`config.mk`:
```
export PLATFORM = sky130hd
export DESIGN_NAME = ram_uart_dump
export DESIGN_NICKNAME = d
export VERILOG_FILES = /design/src/rtl/ram_uart_dump.sv
export SDC_FILE = /design/constraint.sdc
export NUM_CORES = 1
export LEC_CHECK = 0
export CAP_MARGIN = 40
export CORE_ASPECT_RATIO = 0.9
export CORE_MARGIN = 3
export CORE_UTILIZATION = 50
export CTS_CLUSTER_SIZE = 10
export DETAILED_ROUTE_END_ITERATION = 10
export HOLD_SLACK_MARGIN = 0.08
export PLACE_DENSITY = 0.74
export SETUP_SLACK_MARGIN = 0.02
export SYNTH_ARGS = -nofsm -noshare
export SYNTH_HDL_FRONTEND = slang
export SYNTH_SLANG_ARGS = --single-unit
```
`constraint.sdc`:
```
create_clock -name clk -period 2.7 [get_ports clk]
set_clock_uncertainty 0.15 [all_clocks]
set_input_delay 0.54 -clock clk [delete_from_list [all_inputs] [get_ports clk]]
set_output_delay 0.54 -clock clk [all_outputs]
set_load 0.005 [all_outputs]
```
`src/rtl/ram_uart_dump.sv`:
```
// ram_uart_dump: reads count words from RAM address 0 and sends each as four 8N1 UART bytes, low byte first.
// Optional macro DUMP_HEADER_EN prepends the header bytes A5 5A cnt[15:8] cnt[7:0]; start is ignored while busy.
module ram_uart_dump #(
    parameter int W            = 32,
    parameter int AW           = 14,
    parameter int CLKS_PER_BIT = 434
) (
    input  logic          clk,
    input  logic          rst,
    input  logic          start,
    input  logic [AW:0]   count,
    output logic [AW-1:0] address,
    input  logic [W-1:0]  readdata,
    output logic          tx,
    output logic          busy,
    output logic          done
);
    localparam int CW = $clog2(CLKS_PER_BIT) + 1;
    localparam int NB = W / 8;
    localparam int BW = (NB > 1) ? $clog2(NB) : 1;
    localparam logic [AW:0]   MAX_WORDS = {1'b1, {AW{1'b0}}};
    localparam logic [CW-1:0] LAST_CLK  = CW'(CLKS_PER_BIT - 1);

`ifdef DUMP_HEADER_EN
    typedef enum logic [2:0] {IDLE, HDR, FETCH, SEND, NEXT, FIN} state_t;
`else
    typedef enum logic [2:0] {IDLE, FETCH, SEND, NEXT, FIN} state_t;
`endif

    state_t        state;
    logic [AW:0]   cnt;
    logic [AW:0]   words;
    logic [AW:0]   cnt_clamped;
    logic [W-1:0]  sr;
    logic [CW-1:0] clk_cnt;
    logic [3:0]    bit_idx;
    logic [BW-1:0] byte_idx;
    logic [7:0]    cur_byte;
    logic          frame_bit;
    logic          bit_end;
    logic          frames_end;
    logic          sending;
`ifdef DUMP_HEADER_EN
    logic          hdr_tail;
    logic [15:0]   cnt16;

    assign cnt16   = 16'(cnt_clamped);
    assign sending = (state == SEND) || (state == HDR && !hdr_tail);
`else
    assign sending = (state == SEND);
`endif

    assign cnt_clamped = (count > MAX_WORDS) ? MAX_WORDS : count;
    assign cur_byte    = sr[7:0];
    assign bit_end     = (clk_cnt == LAST_CLK);
    assign frames_end  = bit_end && (bit_idx == 4'd9) && (byte_idx == BW'(NB - 1));

    // bit_idx 0 is the start bit, 1..8 data LSB first, 9 the stop bit
    always_comb begin
        frame_bit = 1'b1;
        if (bit_idx == 4'd0) begin
            frame_bit = 1'b0;
        end else if (bit_idx <= 4'd8) begin
            frame_bit = cur_byte[3'(bit_idx - 4'd1)];
        end
    end

    always_ff @(posedge clk) begin
        if (rst) begin
            state    <= IDLE;
            tx       <= 1'b1;
            busy     <= 1'b0;
            done     <= 1'b0;
            address  <= '0;
            cnt      <= '0;
            words    <= '0;
            sr       <= '0;
            clk_cnt  <= '0;
            bit_idx  <= '0;
            byte_idx <= '0;
`ifdef DUMP_HEADER_EN
            hdr_tail <= 1'b0;
`endif
        end else begin
            // Shared bit engine for header and data frames; tx is registered so it lags the state by one cycle.
            if (sending) begin
                tx <= frame_bit;
                if (bit_end) begin
                    clk_cnt <= '0;
                    if (bit_idx == 4'd9) begin
                        bit_idx  <= '0;
                        sr       <= sr >> 8;
                        byte_idx <= byte_idx + 1'b1;
                    end else begin
                        bit_idx <= bit_idx + 4'd1;
                    end
                end else begin
                    clk_cnt <= clk_cnt + 1'b1;
                end
            end else begin
                tx <= 1'b1;
            end

            case (state)
                IDLE: begin
                    if (start) begin
                        cnt      <= cnt_clamped;
                        words    <= '0;
                        address  <= '0;
                        busy     <= 1'b1;
                        clk_cnt  <= '0;
                        bit_idx  <= '0;
                        byte_idx <= '0;
`ifdef DUMP_HEADER_EN
                        sr       <= W'({cnt16[7:0], cnt16[15:8], 8'h5A, 8'hA5});
                        hdr_tail <= 1'b0;
                        state    <= HDR;
`else
                        if (cnt_clamped == '0) begin
                            done  <= 1'b1;
                            state <= FIN;
                        end else begin
                            state <= FETCH;
                        end
`endif
                    end
                end
`ifdef DUMP_HEADER_EN
                HDR: begin
                    // One extra idle cycle after the header keeps the same 2-cycle gap before data.
                    if (hdr_tail) begin
                        hdr_tail <= 1'b0;
                        if (cnt == '0) begin
                            done  <= 1'b1;
                            state <= FIN;
                        end else begin
                            state <= FETCH;
                        end
                    end else if (frames_end) begin
                        hdr_tail <= 1'b1;
                    end
                end
`endif
                FETCH: begin
                    sr       <= readdata;
                    byte_idx <= '0;
                    bit_idx  <= '0;
                    clk_cnt  <= '0;
                    state    <= SEND;
                end
                SEND: begin
                    if (frames_end) begin
                        state <= NEXT;
                    end
                end
                NEXT: begin
                    words <= words + (AW+1)'(1);
                    if (words + (AW+1)'(1) == cnt) begin
                        done  <= 1'b1;
                        state <= FIN;
                    end else begin
                        address <= address + 1'b1;
                        state   <= FETCH;
                    end
                end
                FIN: begin
                    done  <= 1'b0;
                    busy  <= 1'b0;
                    state <= IDLE;
                end
                default: begin
                    state <= IDLE;
                end
            endcase
        end
    end
endmodule

```
==> run metrics, run 1 <==
starting density of the core 52.38%; FF+latch area 1981 sq um; Static Leak 0.002200 uW; Top FF cell, synth dfxtp_1; final worst-path cycle share 96.78%; hpwl dp 8394 microns; post-synthesis register bit count 98; GP Congestion 0.8809; met3 WL 399 microns; # IOs 67; mean number of vias per cell 5.661; Setup-failing EPs final 0; final wirelength 11,640 microns; total track usage 21.95%; first-pass GRT wire length 19,690 microns; Post-Place Cells 779; critical path type reg2reg; Compound-Gate Fraction of Synth Area 17.59%; Setup crit start kind register; synthesized area 4866 sq um; TritonCTS Sinks 98; DRT met1 WL 5489 microns; Syn-to-layout area delta 25.20%; n_diodes 0; die area 10,950 sq um; final net count 727; most numerous cell in the Yosys netlist dfxtp_1; Simple-Gate Fraction of Synth Area 28.34%; post-route ant nets 0; CTS tree done; hold-fix buffers at CTS 0; vias in the first global route 4,289; area occupied by multi-input gates 2765 sq um; max-cap viol count 0; setup slack at placement 0.03032 ns; die height 99.59 microns; Row Count 33; Cell Area, Placed 5844 sq um; WL met2 5629 microns; Synth top area share 40.32%; Worst setup EP type register; final instance area 6092 sq um; syn nets 648; Critical Path AT 2.71 ns; Max FO, Critical Path 9; Distinct cells, synth 59; Post-synth EDFFs 0; fin cells 793; Synth area leader dfxtp_1; HP Class reg2reg; xor/xnor share of the synthesized area 5.914%; CTS HTree Levels 3; worst path cell trace buf_12, and4_1, nand2_1, xor2_1, mux2i_1, nand4_2, buf_4, or2_2, a32oi_2, nor2_1; initial antenna violation count 0; Cells after Synth 589; Die X 110.0 microns; Mean Syn Cell Area 8.261 sq um; Reg clk slew, reported paths 0.09 ns; setup bufs post-CTS 0; fmax 0.3827 GHz; worst reg2reg path depth 10; Required @ worst endpoint 2.79 ns; port bufs 66; CP max stage cell dfxtp_1; WL per Instance 14.68 microns; Fillers 812; hold depth 2; Finished Core Util 65.58%; total gr overflow 0; Hold Fails Final Rpt 0; Rel. slew slack 63.82%; status completed; Tmin final 2.613 ns; ys async rst share 0%; setup TNS 0 ns; Power Density 491.1 nW/um^2; drt first pass iters 4; DRC 0; worst skew pair latency 0.37 ns; top cells by area, synth dfxtp_1 (40%), nand2_1 (7.1%), nor2_1 (5.7%), a311oi_1 (4.9%), a21oi_1 (4.4%); Adder-Cell Fraction of Synth Area 2.314%; top cells by count, synth dfxtp_1 (98), nand2_1 (92), nor2_1 (74), a21oi_1 (43), a311oi_1 (27); Max IR drop VDD 0.0002657 V; Slew @ Worst Pin 0.5427 ns; final worst slack 0.08691 ns; largest net degree at the start of global routing 59; vias post-DR 4,489; slowest stage delay, CP 0.45 ns; clk buf depth 2; Synthesis Warnings 0; root buf cell clkbuf_8; register area share after synthesis 40.32%; max layer used met4; share of cells above drive strength 1 13.86%; DRT iter0 DRCs 254; TritonCTS buffer count 9; max-slew violations 0; mux share of post-synthesis cell area 1.337%; main combinational cell family by area after synthesis simple AND/OR/NAND/NOR gates; RSZ-0062 raised after global routing true; core region area 9290 sq um
[worst max-delay path: cells and delay by family (launching register included)]
| kind | cells | cell delay, ns |
|---|---|---|
| AOI/OAI and AO/OA | 1 | 0.23 |
| muxes | 1 | 0.25 |
| buffers and inverters | 2 | 0.34 |
| and+or+nand+nor | 5 | 0.89 |
| xor gates and xnor gates | 1 | 0.19 |
| DFF | 1 | 0.45 |
[placed cells by master, fill, tap and decap left out, types with 3 or more instances in the layout]
cell type and instances:
nand2_1 92, dfxtp_1 89, nor2_1 74, clkdlybuf4s50_1 65, a21oi_1 41, buf_4 38
a311oi_1 27, nand3_1 25, o21ai_0 19, xnor2_1 18, a22o_1 14, or3_1 13
xor2_1 13, clkbuf_8 10, nor3_1 9, nand4_1 8, ha_1 8, inv_1 6
or4_1 6, and3_1 6, dfxtp_2 6, nand3b_1 5, nor4_1 5, a211oi_1 4
o31ai_1 4, nand4_4 3, nand4b_1 3, nand2b_1 3, buf_12 3, dfxtp_4 3
[where the power goes]
part | total, uW | switching [uW] | internal (uW)
clock | 863 | 511 | 352
combinational | 530 | 284 | 246
sequential | 1600 | 61.2 | 1540
[cell families (layout without fill, tap and decap cells)]
kind of cell / after synthesis / after routing
simple gates: 274 / 274
compound gates: 126 / 126
flops: 98 / 98
buf+inv: 46 / 128
xor+xnor: 32 / 32
fa+ha+maj: 9 / 9
mux: 4 / 4
[routing by layer]
layer,up-vias,track usage (%)
met5,-,0
met4,0,6.328
met3,10,4.932
met2,82,35.35
met1,2129,29.35
li1,2268,-
[layout make-up]
cell class	count	share of cell area (%)
multi-input combinational	445	45.39
tap	122	2.506
clock buffer	10	2.259
inverter	7	0.4313
sequential	98	32.51
clock inverter	4	0.4724
timing repair buffer	107	16.43
[stage by stage]
stage               hold slack (ns)  total power [uW]
global placement             0.2959              2139
global route                 0.3454              3140
floorplan                    0.2900              1950
CTS                          0.3228              3012
detailed placement           0.3096              2157
finish                       0.3183              2992
[path summary, 6_finish.rpt]
kind	slack (ns)	from	endpoint
worst min-delay path	0.32	byte_idx[1]$_SDFF_PP0_	byte_idx[1]$_SDFF_PP0_
worst max register to register	0.09	words[2]$_SDFFE_PP0P_	address[1]$_SDFFE_PP0P_
worst max-delay path	0.09	words[2]$_SDFFE_PP0P_	address[1]$_SDFFE_PP0P_
worst min register to register	0.32	byte_idx[1]$_SDFF_PP0_	byte_idx[1]$_SDFF_PP0_
[state kept, by name (all words and copies together), names as in the netlist]
register,flops
address,14
bit_idx,4
busy,1
byte_idx,2
clk_cnt,10
cnt,15
done,1
sr,32
state,3
tx,1
words,15
[timing repair]
item                       4_1_cts  5_1_grt
cloned                           0        0
resized for setup                0       26
pin swaps                        1        7
setup endpoints to repair        2       15
hold endpoints to repair         0        0
(Power assumes the default switching activity.)
==> run 2, diff against run 1 <==
==> constraint.sdc (replaced) <==
create_clock -name clk -period 2.7 [get_ports clk]
set_clock_uncertainty 0.15 [all_clocks]
set_input_delay 0.54 -clock clk [delete_from_list [all_inputs] [get_ports clk]]
set_output_delay 0.54 -clock clk [all_outputs]
set_load 0.01 [all_outputs]
==> results of run 2 <==
Same layout as run 1 (identical final DEF). Status: completed.
Main changes from that run: total power 2992 uW -> 2994 uW; worst IR drop on VDD 0.0002657 V -> 0.0002664 V
==> run 3, diff against run 2 <==
- CORE_MARGIN: 3 -> unset
- SKIP_CTS_REPAIR_TIMING: unset -> 1
==> run metrics, run 3 (synthesis gave the netlist of run 1 again) <==
status completed; worst path cell trace buf_4, and4_4, nand2_2, xor2_1, a31o_2, a21oi_4, o31ai_4, buf_6, or4_1, a21oi_1; CP max stage cell or4_1; Slew @ Worst Pin 0.5561 ns; first-pass GRT wire length 19,620 microns; Reg clk slew, reported paths 0.09 ns; CP delay by family, top simple AND/OR/NAND/NOR gates; Fillers 792; Static Leak 0.002205 uW; worst skew pair latency 0.36 ns; final wirelength 11,670 microns; total gr overflow 0; Rel. slew slack 62.93%; Setup-failing EPs final 0; Finished Core Util 65.93%; TritonCTS buffer count 9; FF+latch area 1972 sq um; area occupied by multi-input gates 2750 sq um; Hold Fails Final Rpt 0; biggest regs sr x32, cnt x15, words x15; port bufs 66; Worst Hold Margin 0.3231 ns; die height 95.59 microns; final net count 732; fmax 0.3879 GHz; RSZ-0062 raised after global routing false; root buf cell clkbuf_8; CTS HTree Levels 3; most frequent cells in the layout nand2_1 (92), dfxtp_1 (92), nor2_1 (74), clkdlybuf4s50_1 (65), buf_4 (43); share of cells above drive strength 1 14.16%; max-slew violations 0; DRT iter0 DRCs 318; vias post-DR 4,533; worst reg2reg path depth 10; buffers plus inverters on the worst setup path 2; Worst setup EP type register; DRC 0; # IOs 67; max-cap viol count 0; die area 10,130 sq um; Row Count 33; post-route ant nets 0; Tmin final 2.578 ns; Required @ worst endpoint 2.83 ns; starting density of the core 52.38%; n_diodes 0; Power Density 507.8 nW/um^2; TritonCTS Sinks 98; WL per Instance 14.58 microns; mean number of vias per cell 5.666; CTS tree done; clk buf depth 2; total chip power 3110 uW; HP Class reg2reg; Max IR drop VDD 0.0003759 V; Setup crit start kind register; hpwl dp 8370 microns; drt first pass iters 4; Critical Path AT 2.71 ns; total track usage 24.18%; core region area 9290 sq um; final worst-path cycle share 95.49%; Biggest register sr; slowest stage delay, CP 0.51 ns; setup TNS 0 ns; Die X 106.0 microns; Max FO, Critical Path 8; GP Congestion 0.9105; vias in the first global route 4,168; hold depth 2; max reg flops 32; largest net degree at the start of global routing 59; Worst path depth 10; critical path type reg2reg; initial antenna violation count 0; Syn-to-layout area delta 25.87%
## run 3: changes by cell type in the layout (fill, tap and decap cells not counted), sizes merged
cell      delta
clkinv       +1
clkinvlp     -2
bufinv       +1
inv          +1
clkbuf       +1
buf          +5
## run 3: path summary, 6_finish.rpt
path	startpoint	slack [ns]	endpoint
worst max-delay path	words[3]$_SDFFE_PP0P_	0.12	address[8]$_SDFFE_PP0P_
worst min-delay path	sr[30]$_SDFFE_PP0P_	0.32	sr[30]$_SDFFE_PP0P_
worst max register to register	words[3]$_SDFFE_PP0P_	0.12	address[8]$_SDFFE_PP0P_
worst min register to register	sr[30]$_SDFFE_PP0P_	0.32	sr[30]$_SDFFE_PP0P_
## run 3: metrics by stage
stage / cell area (sq um) / worst slack, ns / cells
4_1_cts: 6052 / -0.1095 / 799
2_1_floorplan: 4868 / 0.04496 / 589
6_report: 6125 / 0.1218 / 800
5_1_grt: 6125 / 0.02238 / 800
3_5_place_dp: 5849 / -0.07280 / 783
3_3_place_gp: 5849 / 0.06244 / 783
## run 3: metal layers
metal  track usage (%)  routed length, microns
met1             31.53                    5264
met2             39.54                    5659
met3             5.195                     564
met4             8.912                     179
met5                 0                       0
## run 3: final cells by class
cell class              count  area share [%]
inverters                   7          0.4290
clock buffers              11           2.308
flip-flops and latches     98           32.20
multi-input cells         445           44.90
clock inverters             5           1.001
repair buffers            112           16.67
well taps                 122           2.492
## run 3: where the power goes
group	total (uW)	internal (uW)	leakage (uW)	switching, uW
registers	1600	1540	0.000800	61.1
clock network	978	462	0.000104	516
logic	531	249	0.00130	283
## run 3: worst register-to-register path: stages, from the launching register on
cell and delay, ns:
dfxtp_2 0.38, buf_4 0.16, and4_4 0.23, nand2_2 0.07, xor2_1 0.14, a31o_2 0.28, a21oi_4 0.20, o31ai_4 0.11
buf_6 0.15, or4_1 0.51, a21oi_1 0.14
